==> config.mk <==
export PLATFORM = sky130hd
export DESIGN_NAME = div32_seq
export DESIGN_NICKNAME = d
export VERILOG_FILES = /design/src/rtl/div32_seq.sv
export SDC_FILE = /design/constraint.sdc
export NUM_CORES = 1
export LEC_CHECK = 0
export CORE_MARGIN = 10
export CORE_UTILIZATION = 50
export CTS_CLUSTER_SIZE = 16
export DETAILED_ROUTE_END_ITERATION = 10
export DONT_BUFFER_PORTS = 1
export PLACE_DENSITY = 0.76
export SYNTH_ARGS = -nofsm -noshare
export SYNTH_HDL_FRONTEND = slang
export SYNTH_SLANG_ARGS = --single-unit
==> constraint.sdc <==
create_clock -name i_clk -period 5.65 [get_ports i_clk]
set_input_delay 1.13 -clock i_clk [delete_from_list [all_inputs] [get_ports i_clk]]
set_output_delay 1.13 -clock i_clk [all_outputs]
set_load 0.05 [all_outputs]
==> src/rtl/div32_seq.sv <==
// div32_seq
//   Sequential restoring divider, one quotient bit per clock. Produces
//   LO = quotient and HI = remainder for the HI/LO register path, with a
//   START/BUSY/DONE handshake so the control unit can stall until the result is valid.
//   SIGNED=1 divides two's-complement operands. The quotient truncates toward
//   zero, and the remainder takes the sign of the dividend.
//
//   State   | meaning
//   --------+--------------------------------------------------------------
//   S_IDLE  | waiting for i_start; HI/LO hold the last result
//   S_RUN   | WIDTH shift-subtract iterations on the latched magnitudes
//   S_FIN   | sign fix-up, write HI/LO/DIVZ, pulse DONE
//
// Ports
//   i_clk    clock, rising edge
//   i_rst    asynchronous reset, active high
//   i_start  request, sampled only in S_IDLE
//   i_a      dividend, sampled with i_start
//   i_b      divisor, sampled with i_start
//   o_hi     remainder (registered)
//   o_lo     quotient (registered)
//   o_busy   high in S_RUN and S_FIN
//   o_done   one-cycle pulse, o_hi/o_lo/o_divz valid
//   o_divz   divide-by-zero flag, registered with o_done

module div32_seq #(
    parameter int WIDTH  = 32,
    parameter bit SIGNED = 1'b1
) (
    input  logic             i_clk,
    input  logic             i_rst,
    input  logic             i_start,
    input  logic [WIDTH-1:0] i_a,
    input  logic [WIDTH-1:0] i_b,
    output logic [WIDTH-1:0] o_hi,
    output logic [WIDTH-1:0] o_lo,
    output logic             o_busy,
    output logic             o_done,
    output logic             o_divz
);

    localparam int CW = $clog2(WIDTH + 1);

    typedef enum logic [1:0] {
        S_IDLE = 2'd0,
        S_RUN  = 2'd1,
        S_FIN  = 2'd2
    } state_t;

    state_t r_state;
    state_t w_state_nxt;

    logic [WIDTH-1:0] r_rem;
    logic [WIDTH-1:0] r_quo;
    logic [WIDTH-1:0] r_div;
    logic [CW-1:0]    r_cnt;
    logic             r_neg_q;
    logic             r_neg_r;
    logic             r_divz;

    logic             w_a_neg;
    logic             w_b_neg;
    logic [WIDTH-1:0] w_a_mag;
    logic [WIDTH-1:0] w_b_mag;
    logic [WIDTH:0]   w_shift;
    logic             w_ge;
    logic [WIDTH-1:0] w_rem_nxt;
    logic [WIDTH-1:0] w_q_final;
    logic [WIDTH-1:0] w_r_final;

    // The magnitude of -2^(WIDTH-1) wraps to itself, which is still correct
    // when the result is read as an unsigned WIDTH-bit number.
    assign w_a_neg = SIGNED & i_a[WIDTH-1];
    assign w_b_neg = SIGNED & i_b[WIDTH-1];
    assign w_a_mag = w_a_neg ? -i_a : i_a;
    assign w_b_mag = w_b_neg ? -i_b : i_b;

    // The shifted partial remainder needs WIDTH+1 bits. After a subtraction the
    // result is below the divisor, so only WIDTH bits are kept.
    assign w_shift   = {r_rem, r_quo[WIDTH-1]};
    assign w_ge      = (w_shift >= {1'b0, r_div});
    assign w_rem_nxt = w_ge ? (w_shift[WIDTH-1:0] - r_div) : w_shift[WIDTH-1:0];

    assign w_q_final = r_neg_q ? -r_quo : r_quo;
    // For a zero divisor every step subtracts nothing, so the remainder is |A|.
    // After the sign fix it equals A as sampled.
    assign w_r_final = r_neg_r ? -r_rem : r_rem;

    assign o_busy = (r_state != S_IDLE);

    always_ff @(posedge i_clk or posedge i_rst) begin
        if (i_rst) begin
            r_state <= S_IDLE;
        end else begin
            r_state <= w_state_nxt;
        end
    end

    always_comb begin
        w_state_nxt = r_state;
        case (r_state)
            S_IDLE:  if (i_start) w_state_nxt = S_RUN;
            S_RUN:   if (r_cnt == CW'(1)) w_state_nxt = S_FIN;
            S_FIN:   w_state_nxt = S_IDLE;
            default: w_state_nxt = S_IDLE;
        endcase
    end

    always_ff @(posedge i_clk or posedge i_rst) begin
        if (i_rst) begin
            r_rem   <= '0;
            r_quo   <= '0;
            r_div   <= '0;
            r_cnt   <= '0;
            r_neg_q <= 1'b0;
            r_neg_r <= 1'b0;
            r_divz  <= 1'b0;
            o_hi    <= '0;
            o_lo    <= '0;
            o_done  <= 1'b0;
            o_divz  <= 1'b0;
        end else begin
            o_done <= 1'b0;
            case (r_state)
                S_IDLE: begin
                    if (i_start) begin
                        r_rem   <= '0;
                        r_quo   <= w_a_mag;
                        r_div   <= w_b_mag;
                        r_neg_q <= w_a_neg ^ w_b_neg;
                        r_neg_r <= w_a_neg;
                        r_divz  <= (i_b == '0);
                        r_cnt   <= CW'(WIDTH);
                    end
                end
                S_RUN: begin
                    r_rem <= w_rem_nxt;
                    r_quo <= {r_quo[WIDTH-2:0], w_ge};
                    r_cnt <= r_cnt - CW'(1);
                end
                S_FIN: begin
                    o_lo   <= r_divz ? '1 : w_q_final;
                    o_hi   <= w_r_final;
                    o_divz <= r_divz;
                    o_done <= 1'b1;
                end
                default: ;
            endcase
        end
    end

endmodule

# After elaboration in Yosys (flattened, before gate mapping)

Index checks and enable logic that the tools add are counted.

Output and inout port bits: 67
Flip-flop bits (word level): 173
Input port bits: 67
Logic and storage cells: 48

Bitwise operators: 1
Eq/ne operators: 5
Magnitude comparators: 1
$add $sub $neg: 6
Mux-type cells: 16
Reductions and logical operators: 7

Operator list:

| kind                  | count |
|---|---|
| $mux W32              | 8 |
| $neg A32 Y32          | 4 |
| $pmux W32 S2          | 2 |
| $ge A33 B32 Y1        | 1 |
| $logic_not A32 Y1     | 1 |
| $sub A32 B32 Y32      | 1 |
| $pmux W6 S2           | 1 |
| $eq A6 B1 Y1 const B  | 1 |
| $mux W6               | 1 |
| $reduce_and A2 Y1     | 3 |
| $sub A6 B1 Y6 const B | 1 |
| $mux W2               | 2 |
| $ne A2 B2 Y1 const B  | 2 |
| $pmux W2 S2           | 1 |
| $reduce_bool A2 Y1    | 2 |
| $eq A2 B1 Y1 const B  | 1 |
| $eq A2 B2 Y1 const B  | 1 |
| $logic_not A2 Y1      | 1 |
| $mux W1               | 1 |
| $xor A1 B1 Y1         | 1 |

# Logic depth before layout (Yosys ltp)

Gate-level depths: netlist (run 1).

Depth in word-level cells: 4
Depth in mapped cells: 12
Depth with buffers taken out: 12

# Least setup slack after synthesis (run 1)

No wires, ideal clock.

Kind: input port to flip-flop
Start point: input i_b[4]
End point: register r_div[28]
Required time: 5,521 ps
Data arrival time: 2,989 ps
Setup slack: 2,532 ps
Buffers on the path: 0
Library setup time: 129 ps
Stages on the path: 8
Cell sequence: or4_1 -> or2_1 -> nor2_1 -> nand4_1 -> nand2b_1 -> o41ai_1 -> xor2_1 -> o21ai_1

Longest elaborated chain between the ends: 2

RTL lines:

| item                   | RTL line | source |
|---|---|---|
| start: declaration     | 34       | `input logic [WIDTH-1:0] i_b,` |
| $neg A32 Y32           | 76       | `assign w_b_mag = w_b_neg ? -i_b : i_b;` |
| $mux W32               | 76       |  |
| end signal: assignment | 129      | `r_div <= w_b_mag;` |
| end: declaration       | 55       | `logic [WIDTH-1:0] r_div;` |

No other way between the ends.
A chain may end at the register's enable or synchronous reset.

# Worst setup path after layout (run 1)

Start point: register r_rem[3]
End point: register r_rem[8]

Longest elaborated chain between the ends: 3
Elaborated cells between the ends (all ways): 4
Those cells by class: add/sub (1); order compare (1); mux (2)

RTL lines:

| item                                                      | RTL line | source |
|---|---|---|
| start: declaration                                        | 53       | `logic [WIDTH-1:0] r_rem;` |
| start signal: assignment                                  | 137      | `r_rem <= w_rem_nxt;` |
| $sub A32 B32 Y32 / $ge A33 B32 Y1 (equally long branches) | 82, 81   |  |
| $mux W32 *                                                | 82       | `assign w_rem_nxt = w_ge ? (w_shift[WIDTH-1:0] - r_div) : w_shift[WIDTH-1:0];` |
| $pmux W32 S2 *                                            | 124      | `case (r_state)` |

Every way passes the cells marked *; elsewhere a longest branch is shown, timed or not.

==> flow_metrics.py, run 1 <==
metrics = {
    "clocking": {
        "cts_max_level": 4,
        "root_buffer": "sky130_fd_sc_hd__clkbuf_16",
        "tritoncts.num_buffers": 17,
        "clkSlewWorstSetupHoldPaths_ns": 0.07,
        "latest_clock_arrival_within_the_worst_skew_pair_ns": 0.44,
        "post-cts-setup-buffer-count": 0,
        "cts.sink_count": 173,
        "tritoncts": "yes",
        "cts-root-to-sink-buffers": 2,
        "cts_resized": 0,
        "quantity_of_hold_fixing_buffers_added_after_cts": 0,
    },
    "run": {
        "max_cap_viols": 0,
    },
    "synth": {
        "synth-adder-area-share_pct": 4.372,
        "top_post_synthesis_cells_by_area": "sky130_fd_sc_hd__dfrtp_1 38%, sky130_fd_sc_hd__xor2_1 8.4%, sky130_fd_sc_hd__o21ai_0 5.6%",
        "gate_count_post_synth": 1317,
        "postSynthNetCount": 1423,
        "ys_seq_elements": 173,
        "dominant_combinational_cell_family_by_area_after_synthesis": "compound AO/OA/AOI/OAI gates",
        "post-synth-top-area-fraction_pct": 38.20,
        "compound_gate_fraction_of_synth_area_pct": 24.14,
        "xor_xnor_share_of_the_synthesized_area_pct": 11.21,
        "netlist_area_um2": 11330,
        "yosys_most_used_dff": "sky130_fd_sc_hd__dfrtp_1",
        "seq_area_frac_synth_pct": 38.20,
        "synth-edff-count": 0,
        "post-synth-top-area-cell": "sky130_fd_sc_hd__dfrtp_1",
        "synth_area_per_cell_um2": 8.604,
        "synthesis.yosys.warnings": 0,
        "asyncSetResetFlopFracSynth_pct": 100.0,
        "synthDistinctLibCells": 75,
        "simple_gate_fraction_of_synth_area_pct": 17.25,
        "synth.mux.area_fraction_pct": 0.3533,
    },
    "floorplanning": {
        "floorplan.initialDensity_pct": 50.36,
        "placement_rows": 55,
        "core_area_um2": 22500,
        "ios": 134,
        "die_area_um2": 29090,
        "die_h_um": 170.5,
        "fp.dieW_um": 170.5,
    },
    "placed_design": {
        "detailed_place_hpwl_um": 21510,
        "placed_cells": 1539,
        "gpl.final_weighted_congestion": 0.9918,
        "pre_cts_slack_ns": 2.075,
        "area_after_dpl_um2": 11490,
        "portBuffers": 0,
    },
    "timing": {
        "post-route-min-period_ns": 3.613,
        "worst_clock_skew_ns": 0.01222,
        "setup_tns_ns": 0,
        "achievable-frequency_ghz": 0.2768,
        "final_worst_setup_slack_ns": 2.037,
        "tightestPinTransition_ns": 0.9905,
        "timing.final.crit_share_pct": 63.95,
        "setup_viol_count_final": 0,
        "grt_setup_unrepaired": "false",
        "timing.final.hold_violations": 0,
        "drv_slew": 0,
        "worst_slew_margin_rel_pct": 33.96,
    },
    "layout": {
        "most-common-layout-cells": "173 x sky130_fd_sc_hd__dfrtp_1, 159 x sky130_fd_sc_hd__nand2_1, 127 x sky130_fd_sc_hd__o21ai_0, 109 x sky130_fd_sc_hd__xor2_1, 76 x sky130_fd_sc_hd__a21oi_1",
        "final_common_cell": "sky130_fd_sc_hd__dfrtp_1",
        "insertedDiodeCount": 0,
        "area_delta_synth_final_pct": 7.243,
        "fin_cells": 1571,
        "final_layout_size_suffix_gt1_share_pct": 5.288,
        "fin_nets": 1379,
        "fillCellCount": 2018,
        "final_cell_area_um2": 12150,
    },
    "detailed_routing": {
        "dr_total_vias": 9535,
        "wl_per_instance_um": 18.51,
        "ant_nets": 0,
        "vias_per_cell": 6.069,
        "drt_iter0_markers": 807,
        "route.final.wire_length_um": 29090,
        "drc": 0,
        "first_pass_detailed_route_iteration_total": 5,
    },
    "power_and_ir_drop": {
        "irDropWorstVdd_mv": 0.2518,
        "power.total_uw": 8578,
        "power_density_nw_per_um2": 705.9,
        "power_leakage_uw": 0.005033,
    },
    "grt": {
        "grt_start_max_net_pins": 174,
        "grt_pass1_wl_um": 46670,
        "grt_usage_pct": 19.71,
        "grt_antenna_before_repair": 0,
        "globalRouteOverflowTotal": 0,
        "grt_pass1_vias": 8829,
    },
    "setup_path": {
        "timing.reg2reg.setup_slack_ns": 2.04,
        "timing.critical_path.arrival_ns": 3.94,
        "slowest_stage": "sky130_fd_sc_hd__o211ai_2",
        "critical_path_start_end_classification": "reg2reg",
        "timing.critical_path.cells": "ha_1 -> a21o_1 -> a31oi_1 -> a211oi_1 -> o21a_1 -> o211a_1 -> o211ai_2 -> nand2_1 -> o311ai_1",
        "cp.required_ns": 5.98,
        "worst_path_dominant_cell_family": "compound AO/OA/AOI/OAI gates",
        "path_buf_inv": 0,
        "timing.critical_path.from_type": "flop",
        "path_max_fanout": 18,
        "critPathCaptureType": "flop",
        "cpPeakStageDelay_ns": 0.62,
    },
    "status": {
        "run_status": "finished, final reports clean",
    },
    "hold_path": {
        "classification_of_the_worst_slack_hold_path": "reg2reg",
    },
}
## routing by layer
layer | part of all wire [%] | vias up | track usage [%]
met5 | 0 | - | 0
met4 | 1.9 | 0 | 5.683
met3 | 9.8 | 34 | 6.544
met2 | 43 | 325 | 28.58
met1 | 46 | 4489 | 27.33
li1 | - | 4687 | -
## logic make-up after synthesis
group | count (synthesis)
compound gates | 434
xor+xnor | 145
fa+ha+maj | 39
buf+inv | 128
flops | 173
mux | 4
simple gates | 394
## through the flow
step	util [%]	hold WS, ns
floorplan	-	0.4456
global placement	51.05	0.4623
detailed placement	51.05	0.4710
CTS	54.01	0.4857
global route	54.01	0.5002
finish	54.01	0.4790
## report_power, final
part / internal, uW / leakage, uW / switching, uW
Combinational: 1880 / 0.00266 / 2610
Sequential: 1730 / 0.00205 / 1030
Clock: 806 / 0.000325 / 521
## cell type report
type	instances	area, um2	area share, %
Timing Repair Buffer	8	72.57	0.5971
Clock buffer	18	439.2	3.614
Clock inverter	14	225.2	1.853
Multi-Input combinational cell	1016	6513	53.59
Sequential cell	173	4329	35.62
Inverter	57	217.7	1.791
Tap cell	285	356.6	2.934
## path summary, 6_finish.rpt
path / start / end / cells after the start
min: r_div[6] / r_div[6] / 2
max: r_rem[3] / r_rem[8] / 9
min reg2reg: r_div[6] / r_div[6] / 2
min in group asynchronous: i_rst / o_hi[29] / 2
max reg2reg: r_rem[3] / r_rem[8] / 9
max in group asynchronous: i_rst / r_rem[1] / 2
## flip-flops by register name, summed over array words and instances, names as in the netlist
register,flops
r_neg_q,1
r_cnt,6
r_quo,32
o_divz,1
r_divz,1
r_state,2
o_hi,32
o_lo,32
o_done,1
r_div,32
r_rem,32
r_neg_r,1
## tightest hold or removal path, cell delays in order (launching register included)
cell and delay, ns:
sky130_fd_sc_hd__dfrtp_1 0.34, sky130_fd_sc_hd__nand2_1 0.05, sky130_fd_sc_hd__o21ai_0 0.06
## synthesized netlist by cell type (9+ instances only)
library cell	count
sky130_fd_sc_hd__o211ai_1	31
sky130_fd_sc_hd__nand2_1	160
sky130_fd_sc_hd__a21o_1	9
sky130_fd_sc_hd__a21oi_1	76
sky130_fd_sc_hd__inv_1	56
sky130_fd_sc_hd__and3_1	12
sky130_fd_sc_hd__nand3_1	51
sky130_fd_sc_hd__o41ai_1	18
sky130_fd_sc_hd__o21ai_1	35
sky130_fd_sc_hd__o21ai_0	127
sky130_fd_sc_hd__xor2_1	109
sky130_fd_sc_hd__clkbuf_1	61
sky130_fd_sc_hd__dfrtp_1	173
sky130_fd_sc_hd__a22oi_1	30
sky130_fd_sc_hd__ha_1	38
sky130_fd_sc_hd__o22a_1	10
sky130_fd_sc_hd__or4_1	10
sky130_fd_sc_hd__nor3_1	28
sky130_fd_sc_hd__nor2_1	59
sky130_fd_sc_hd__nor4_1	10
sky130_fd_sc_hd__nand2b_1	9
sky130_fd_sc_hd__o31ai_1	48
sky130_fd_sc_hd__nand4_1	9
sky130_fd_sc_hd__xnor2_1	36
Power figures use the tool's default switching activity.
==> run 2: changes to the inputs <==
- clock period: 5.65 -> 3.3 ns (I/O delays scaled with it)
==> flow_metrics.py, run 2 (same netlist as run 1, synthesis figures left out) <==
metrics = {
    "setup_path": {
        "critical_path_start_end_classification": "reg2reg",
        "path_buf_inv": 1,
        "cpPeakStageDelay_ns": 0.51,
        "timing.critical_path.from_type": "flop",
        "timing.critical_path.cells": "ha_2 -> nand3_1 -> nand2b_1 -> a211oi_1 -> o21a_1 -> o211a_1 -> o211a_2 -> buf_12 -> nor3_1 -> o31ai_1",
        "startpoint": "r_rem[4]",
        "timing.critical_path.arrival_ns": 3.42,
        "cp.required_ns": 3.59,
        "slowest_stage": "sky130_fd_sc_hd__dfrtp_1",
        "reg2reg_to": "r_rem[9]",
        "critPathCaptureType": "flop",
        "rr_startpoint": "r_rem[4]",
        "worst_path_dominant_cell_family": "compound AO/OA/AOI/OAI gates",
        "timing.critical_path.depth": 10,
        "path_max_fanout": 22,
        "timing.reg2reg.setup_slack_ns": 0.17,
        "r2r_cells": 10,
    },
    "timing": {
        "grt_setup_unrepaired": "false",
        "setup_tns_ns": 0,
        "worst_clock_skew_ns": 0.01239,
        "timing.final.crit_share_pct": 94.79,
        "setup_viol_count_final": 0,
        "whs_ns": 0.3531,
        "timing.final.hold_violations": 0,
        "tightestPinTransition_ns": 0.9811,
        "post-route-min-period_ns": 3.128,
        "drv_slew": 0,
        "achievable-frequency_ghz": 0.3197,
        "worst_slew_margin_rel_pct": 34.59,
    },
    "floorplanning": {
        "placement_rows": 55,
        "core_area_um2": 22500,
        "fp.dieW_um": 170.5,
        "die_h_um": 170.5,
        "ios": 134,
        "die_area_um2": 29090,
        "floorplan.initialDensity_pct": 50.36,
    },
    "placed_design": {
        "gpl.final_weighted_congestion": 0.9493,
        "portBuffers": 0,
        "area_after_dpl_um2": 11730,
        "detailed_place_hpwl_um": 21970,
    },
    "power_and_ir_drop": {
        "swShare_pct": 49.56,
        "power.share.clock_pct": 13.4,
        "netsw_uw": 7259,
        "power.total_uw": 14650,
        "p_comb_share_pct": 55.5,
        "irDropWorstVdd_mv": 0.4151,
        "power_density_nw_per_um2": 1189,
        "p_int_uw": 7387,
        "share_seq_of_total_power_pct": 31.1,
        "power_leakage_uw": 0.005114,
    },
    "clocking": {
        "root_buffer": "sky130_fd_sc_hd__clkbuf_16",
        "post-cts-setup-buffer-count": 0,
        "cts-root-to-sink-buffers": 2,
        "cts_max_level": 4,
        "tritoncts.num_buffers": 17,
        "clkSlewWorstSetupHoldPaths_ns": 0.07,
        "latest_clock_arrival_within_the_worst_skew_pair_ns": 0.43,
        "tritoncts": "yes",
        "cts.sink_count": 173,
    },
    "hold_path": {
        "whs_endpoint": "r_neg_r",
        "classification_of_the_worst_slack_hold_path": "in2reg",
        "whs_path_depth": 2,
        "holdCritStartpoint": "i_a[31]",
    },
    "layout": {
        "area_delta_synth_final_pct": 8.679,
        "final_cell_area_um2": 12320,
        "area_taken_by_flip_flops_and_latches_um2": 4329,
        "most-common-layout-cells": "173 x sky130_fd_sc_hd__dfrtp_1, 159 x sky130_fd_sc_hd__nand2_1, 127 x sky130_fd_sc_hd__o21ai_0, 109 x sky130_fd_sc_hd__xor2_1, 76 x sky130_fd_sc_hd__a21oi_1",
        "final_common_cell": "sky130_fd_sc_hd__dfrtp_1",
        "multi_input_area_um2": 6520,
        "fin_nets": 1408,
        "final_layout_size_suffix_gt1_share_pct": 7.452,
        "final_util_pct": 54.73,
        "fillCellCount": 2051,
        "insertedDiodeCount": 0,
    },
    "detailed_routing": {
        "first_pass_detailed_route_iteration_total": 8,
        "route.final.wire_length_um": 29430,
        "drc": 0,
        "vias_per_cell": 6.081,
        "drt_iter0_markers": 859,
        "dr_total_vias": 9730,
        "ant_nets": 0,
        "wl_per_instance_um": 18.39,
    },
    "grt": {
        "grt_antenna_before_repair": 0,
        "globalRouteOverflowTotal": 0,
        "grt_usage_pct": 20.15,
        "grt_pass1_vias": 8934,
        "grt_start_max_net_pins": 104,
        "grt_pass1_wl_um": 47980,
    },
    "status": {
        "run_status": "finished, final reports clean",
    },
    "run": {
        "max_cap_viols": 0,
    },
}
run 2: power groups by stage:
stage	logic (uW)	clock network, uW	registers [uW]
2_1_floorplan	6250	0	4230
5_1_grt	9110	2080	4680
3_3_place_gp	7850	0	4510
6_report	8130	1960	4550
3_5_place_dp	7970	0	4570
4_1_cts	8030	1990	4530
run 2: worst reg2reg max path: stages, from the launching register on:
cell and delay [ns]:
sky130_fd_sc_hd__dfrtp_1 0.51, sky130_fd_sc_hd__ha_2 0.45, sky130_fd_sc_hd__nand3_1 0.12, sky130_fd_sc_hd__nand2b_1 0.19, sky130_fd_sc_hd__a211oi_1 0.29, sky130_fd_sc_hd__o21a_1 0.21, sky130_fd_sc_hd__o211a_1 0.24, sky130_fd_sc_hd__o211a_2 0.35
sky130_fd_sc_hd__buf_12 0.20, sky130_fd_sc_hd__nor3_1 0.06, sky130_fd_sc_hd__o31ai_1 0.38
run 2: final cells by class:
class	instances	share of cell area [%]
Clock buffer	17	3.454
Clock inverter	15	1.209
Inverter	57	1.768
Multi-Input combinational cell	1016	52.94
Sequential cell	173	35.15
Tap cell	285	2.895
Timing Repair Buffer	37	2.581
run 2: metal layers:
metal  GRT usage, %  vias up  wire, um
li1               -     4742         -
met1          29.32     4565     13540
met2          28.66      390     12380
met3          4.839       33      2989
met4          6.445        0       514
met5              0        -         0
run 2: repair_timing:
| item | in CTS | in global routing |
|---|---|---|
| hold buffers | 1 | 0 |
| resized for setup | 0 | 2 |
| endpoints found under the setup margin | 0 | 1 |
| endpoints found under the hold margin | 2 | 0 |
run 2: worst max-delay path by stage:
stage	slack, ns	end
after floorplan	0.43	o_divz
after global placement	0.24	r_rem[9]
after detailed placement	0.17	r_rem[9]
after CTS	0.14	r_rem[9]
after global routing	0.03	r_rem[9]
final	0.17	r_rem[9]
run 2: stage by stage:
stage | setup slack (ns) | cells
2_1_floorplan | 0.4293 | 1317
4_1_cts | 0.1408 | 1600
5_1_grt | 0.03276 | 1600
6_report | 0.1720 | 1600
3_3_place_gp | 0.2356 | 1567
3_5_place_dp | 0.1665 | 1567
==> run 3: changes to the inputs <==
- MAX_ROUTING_LAYER: unset -> met4
==> flow_metrics.py, run 3 (same netlist as run 1, synthesis figures left out) <==
metrics = {
    "clocking": {
        "cts_max_level": 4,
        "cts_resized": 0,
        "post-cts-setup-buffer-count": 0,
        "tritoncts.num_buffers": 17,
        "quantity_of_hold_fixing_buffers_added_after_cts": 0,
        "tritoncts": "yes",
        "root_buffer": "sky130_fd_sc_hd__clkbuf_16",
        "cts-root-to-sink-buffers": 2,
        "cts.sink_count": 173,
        "latest_clock_arrival_within_the_worst_skew_pair_ns": 0.44,
        "clkSlewWorstSetupHoldPaths_ns": 0.07,
    },
    "setup_path": {
        "slowest_stage": "sky130_fd_sc_hd__nor4_1",
        "timing.critical_path.arrival_ns": 3.33,
        "critPathCaptureType": "flop",
        "path_buf_inv": 1,
        "cpPeakStageDelay_ns": 0.54,
        "path_max_fanout": 15,
        "critical-path-top-cell-by-count": "sky130_fd_sc_hd__nand4_1",
        "critical_path_start_end_classification": "reg2reg",
        "cp.required_ns": 3.59,
        "timing.critical_path.cells": "ha_1 -> nand4_1 -> nor4_1 -> nand4_1 -> nand3_1 -> inv_2 -> nand2_1 -> o211ai_1",
        "timing.critical_path.from_type": "flop",
        "worst_path_dominant_cell_family": "simple AND/OR/NAND/NOR gates",
        "timing.reg2reg.setup_slack_ns": 0.25,
    },
    "grt": {
        "grt_pass1_vias": 9102,
        "globalRouteOverflowTotal": 0,
        "grt_pass1_wl_um": 49020,
        "grt_start_max_net_pins": 70,
        "grt_usage_pct": 21.37,
        "grt_antenna_before_repair": 0,
    },
    "placed_design": {
        "area_after_dpl_um2": 11750,
        "portBuffers": 0,
        "pre_cts_slack_ns": 0.2783,
        "placed_cells": 1568,
        "detailed_place_hpwl_um": 22240,
        "gpl.final_weighted_congestion": 0.9698,
    },
    "detailed_routing": {
        "vias_per_cell": 6.088,
        "ant_nets": 0,
        "drt_iter0_markers": 903,
        "wl_per_instance_um": 18.75,
        "route.final.wire_length_um": 30000,
        "dr_total_vias": 9741,
        "drc": 0,
        "first_pass_detailed_route_iteration_total": 5,
    },
    "floorplanning": {
        "placement_rows": 55,
        "die_h_um": 170.5,
        "floorplan.initialDensity_pct": 50.36,
        "fp.dieW_um": 170.5,
        "ios": 134,
        "die_area_um2": 29090,
        "core_area_um2": 22500,
    },
    "timing": {
        "final_worst_setup_slack_ns": 0.2549,
        "achievable-frequency_ghz": 0.3284,
        "post-route-min-period_ns": 3.045,
        "worst_clock_skew_ns": 0.007799,
        "setup_viol_count_final": 0,
        "drv_slew": 0,
        "setup_tns_ns": 0,
        "timing.final.hold_violations": 0,
        "worst_slew_margin_rel_pct": 32.03,
        "grt_setup_unrepaired": "false",
        "tightestPinTransition_ns": 1.017,
        "timing.final.crit_share_pct": 92.27,
    },
    "power_and_ir_drop": {
        "power_leakage_uw": 0.005181,
        "power.total_uw": 14910,
        "power_density_nw_per_um2": 1203,
        "irDropWorstVdd_mv": 0.4126,
    },
    "layout": {
        "area_delta_synth_final_pct": 9.396,
        "insertedDiodeCount": 0,
        "final_cell_area_um2": 12400,
        "final_layout_size_suffix_gt1_share_pct": 7.376,
        "final_common_cell": "sky130_fd_sc_hd__dfrtp_1",
        "most-common-layout-cells": "173 x sky130_fd_sc_hd__dfrtp_1, 159 x sky130_fd_sc_hd__nand2_1, 127 x sky130_fd_sc_hd__o21ai_0, 109 x sky130_fd_sc_hd__xor2_1, 76 x sky130_fd_sc_hd__a21oi_1",
        "fillCellCount": 1971,
        "fin_cells": 1600,
        "fin_nets": 1408,
    },
    "status": {
        "run_status": "finished, final reports clean",
    },
    "run": {
        "max_cap_viols": 0,
    },
    "hold_path": {
        "classification_of_the_worst_slack_hold_path": "in2async",
    },
}
-- run 3: cell types whose count changed in the layout (fill, tap and decap cells not counted), moves of 3 or more --
cell                         previous run  this run
sky130_fd_sc_hd__bufinv_16              0         3
sky130_fd_sc_hd__clkbuf_8               0         3
sky130_fd_sc_hd__clkinv_4               1         6
sky130_fd_sc_hd__clkinvlp_4             5         1
sky130_fd_sc_hd__inv_6                  5         0
-- run 3: final timing paths --
path / endpoint / startpoint / cells past startpoint
hold / removal: o_divz / i_rst / 1
setup / recovery: r_rem[0] / r_rem[16] / 8
min in group i_clk: r_neg_r / i_a[31] / 2
max in group asynchronous: o_hi[16] / i_rst / 2
setup reg to reg: r_rem[0] / r_rem[16] / 8
hold reg to reg: r_div[6] / r_div[6] / 2
-- run 3: stage by stage --
stage	util [%]	hold WS [ns]
final	55.09	0.3061
after global placement	52.21	0.4613
after CTS	55.09	0.3286
after floorplan	-	0.4456
after global routing	55.09	0.3609
after detailed placement	52.21	0.4673
-- run 3: report_power, final --
group	internal (uW)	switching [uW]	leakage (uW)	total, uW
registers	2960	1620	0.00205	4580
clock network	1280	903	0.000317	2180
logic	3430	4720	0.00282	8150
-- run 3: cell type report --
cell class	instances	area [um2]	share of cell area [%]
flip-flops and latches	173	4329	34.92
multi-input cells	1016	6518	52.57
repair buffers	37	327.8	2.644
clock inverters	12	181.4	1.463
inverters	57	217.7	1.756
clock buffers	20	466.7	3.765
well taps	285	356.6	2.876
-- run 3: layer usage --
layer,track usage (%),up-vias,part of all wire (%)
li1,-,4764,-
met1,30.60,4598,47
met2,29.21,342,42
met3,4.585,37,8.9
met4,7.170,0,2.0
met5,-,-,0
==> edit (config.mk and constraints of run 2) <==
The parameter `WIDTH` goes from 32 to 16.
--- a/src/rtl/div32_seq.sv
+++ b/src/rtl/div32_seq.sv
@@ -24,7 +24,7 @@
 //   o_divz   divide-by-zero flag, registered with o_done
 
 module div32_seq #(
-    parameter int WIDTH  = 32,
+    parameter int WIDTH  = 16,
     parameter bit SIGNED = 1'b1
 ) (
     input  logic             i_clk,
Interface: changed (resized i_a, i_b, o_hi and o_lo); port bits go from 134 to 70. The function was not compared with the original's and may differ.
==> edit against run 2 <==
Via count down 52%. Clock skew down 0.0062 ns. First-iteration DRC count down 50%. Sequential share of layout area up 2.0 points. Setup slack better by 0.47 ns. Final area down 50%. Total power down 48%. Wire length down 54%. Global-route usage down 3.6 points. Sequential cell count down 81. Utilization up 1.7 points. Area after synthesis down 50%. Critical path type unchanged. Critical endpoint is now r_rem[12]. Largest cell class unchanged. Highest routed layer unchanged.
==> edit: results (changes against run 2) <==
Status
  • Status: complete, no violations

STA
  • Skew final: 0.00618 ns (-0.00621 ns)
  • Slew margin rel.: 0.340 (-0.00550)

Logic synthesis
  • Most used DFF post-synth: dfrtp_1
  • Seq/Total Area, Yosys: 0.404 (+0.0218)
  • Synth Warn #: 0 (unchanged)
  • List of most frequent post-synthesis cells: 92 x dfrtp_1, 77 x nand2_1, 70 x o21ai_0
  • Syn Nets: 707 (-50%)
  • Synth top area cells: dfrtp_1 40%, xor2_1 7.5%, o21ai_0 6.1%
  • Cell variety after synth: 58 (-23%)

Worst hold path
  • Hold Path Class: in -> async

Critical path
  • Largest stage delay, worst path: 0.48 ns (-0.03 ns)
  • CP Data Arrival Time: 2.89 ns (-0.53 ns)
  • CP max-delay cell: a311oi_2
  • CP max FO: 3 (-86%)

Placed design
  • Gpl congestion: 0.879 (-7.4%)
  • Dpl cell area: 5850 um^2 (-50%)
  • DP HPWL: 10200 um (-53%)
  • Worst Setup Slack post-DPL: 0.706 ns (+0.539 ns)

Clocking
  • Worst-Skew Late Latency: 0.34 ns (-0.09 ns)
  • Inserted Clock Buffers: 9 (-8)
  • Post-cts sizing count: 0 (unchanged)
  • H-tree depth: 3 (-1)

Global routing
  • Vias in the first global route: 4477 (-50%)
  • Pin count of the biggest net entering global routing: 51 (-51%)
  • First-pass GRT wire length: 22300 um (-54%)
  • Tot GR Track Use: 0.166 (-0.0360)

Pwr
  • VDD IR max: 0.000539 V (+30%)
  • Switching power: 3.59 mW (-51%)
  • Leak Pwr: 2.71 nW (-47%)

Finish
  • Share of cells above drive strength 1: 0.0589 (-0.0156)
  • Filler Cell Count: 942 (-54%)
  • Fin nets: 698 (-50%)

Detailed routing
  • Post-Route WL: 13600 um (-54%)
  • Vias: 4673 (-52%)
  • Iteration-0 DRC Markers: 426 (-50%)
  • Residual DRC: 0 (unchanged)
  • Drt first pass iters: 5 (-3)
[edit: worst max-delay path: cells and delay by family (launching register included)]
| kind | cells | cell delay (ns) |
|---|---|---|
| muxes | 1 | 0.24 |
| buffers and inverters | 2 | 0.18 |
| adders and majority gates | 2 | 0.58 |
| and+or+nand+nor | 1 | 0.07 |
| DFF | 1 | 0.40 |
| AOI/OAI and AO/OA | 4 | 1.06 |
[edit: worst paths after layout]
check	from	endpoint	slack, ns	depth (start not counted)
setup / recovery	r_quo[15]	r_rem[12]	0.64	10
hold / removal	i_rst	o_lo[5]	0.31	1
setup reg to reg	r_quo[15]	r_rem[12]	0.64	10
hold reg to reg	r_div[12]	r_div[12]	0.48	2
max in group asynchronous	i_rst	r_div[9]	2.27	2
min in group i_clk	i_b[15]	r_divz	0.41	1
[edit: cells by family after synthesis]
family	count (synthesis)	synth area share
simple gates	205	0.173
xor+xnor	67	0.103
buf+inv	67	0.0450
compound gates	178	0.194
flops	92	0.404
mux	17	0.0299
fa+ha+maj	23	0.0518
[edit: power by group through the flow]
stage	Sequential [mW]	Combinational (mW)	Clock, mW
after floorplan	2.44	3.09	0
after global placement	2.61	3.65	0
after detailed placement	2.65	3.75	0
after CTS	2.62	3.78	1.21
after global routing	2.71	4.27	1.25
final	2.62	3.79	1.19
[edit: per-layer routing]
metal | global-route usage | routed length, um | share of wire
met5 | 0 | 0 | 0
met2 | 0.254 | 6090 | 0.45
met4 | 0.0683 | 310 | 0.023
met1 | 0.217 | 6150 | 0.45
met3 | 0.0433 | 1010 | 0.074
[edit: per-stage QoR]
step	instances	hold slack [ns]	utilization
5_1_grt	785	0.372	0.564
6_report	785	0.312	0.564
2_1_floorplan	649	0.446	-
4_1_cts	785	0.338	0.564
3_3_place_gp	769	0.464	0.533
3_5_place_dp	769	0.473	0.533
[edit: area by class of cell]
| type | instances | area, um^2 | area share |
|---|---|---|---|
| clock inverter | 7 | 123 | 0.0198 |
| inverter | 36 | 136 | 0.0220 |
| sequential | 92 | 2300 | 0.371 |
| tap | 140 | 175 | 0.0283 |
| clock buffer | 9 | 225 | 0.0363 |
| multi-input combinational | 490 | 3140 | 0.507 |
| timing repair buffer | 11 | 95.1 | 0.0153 |
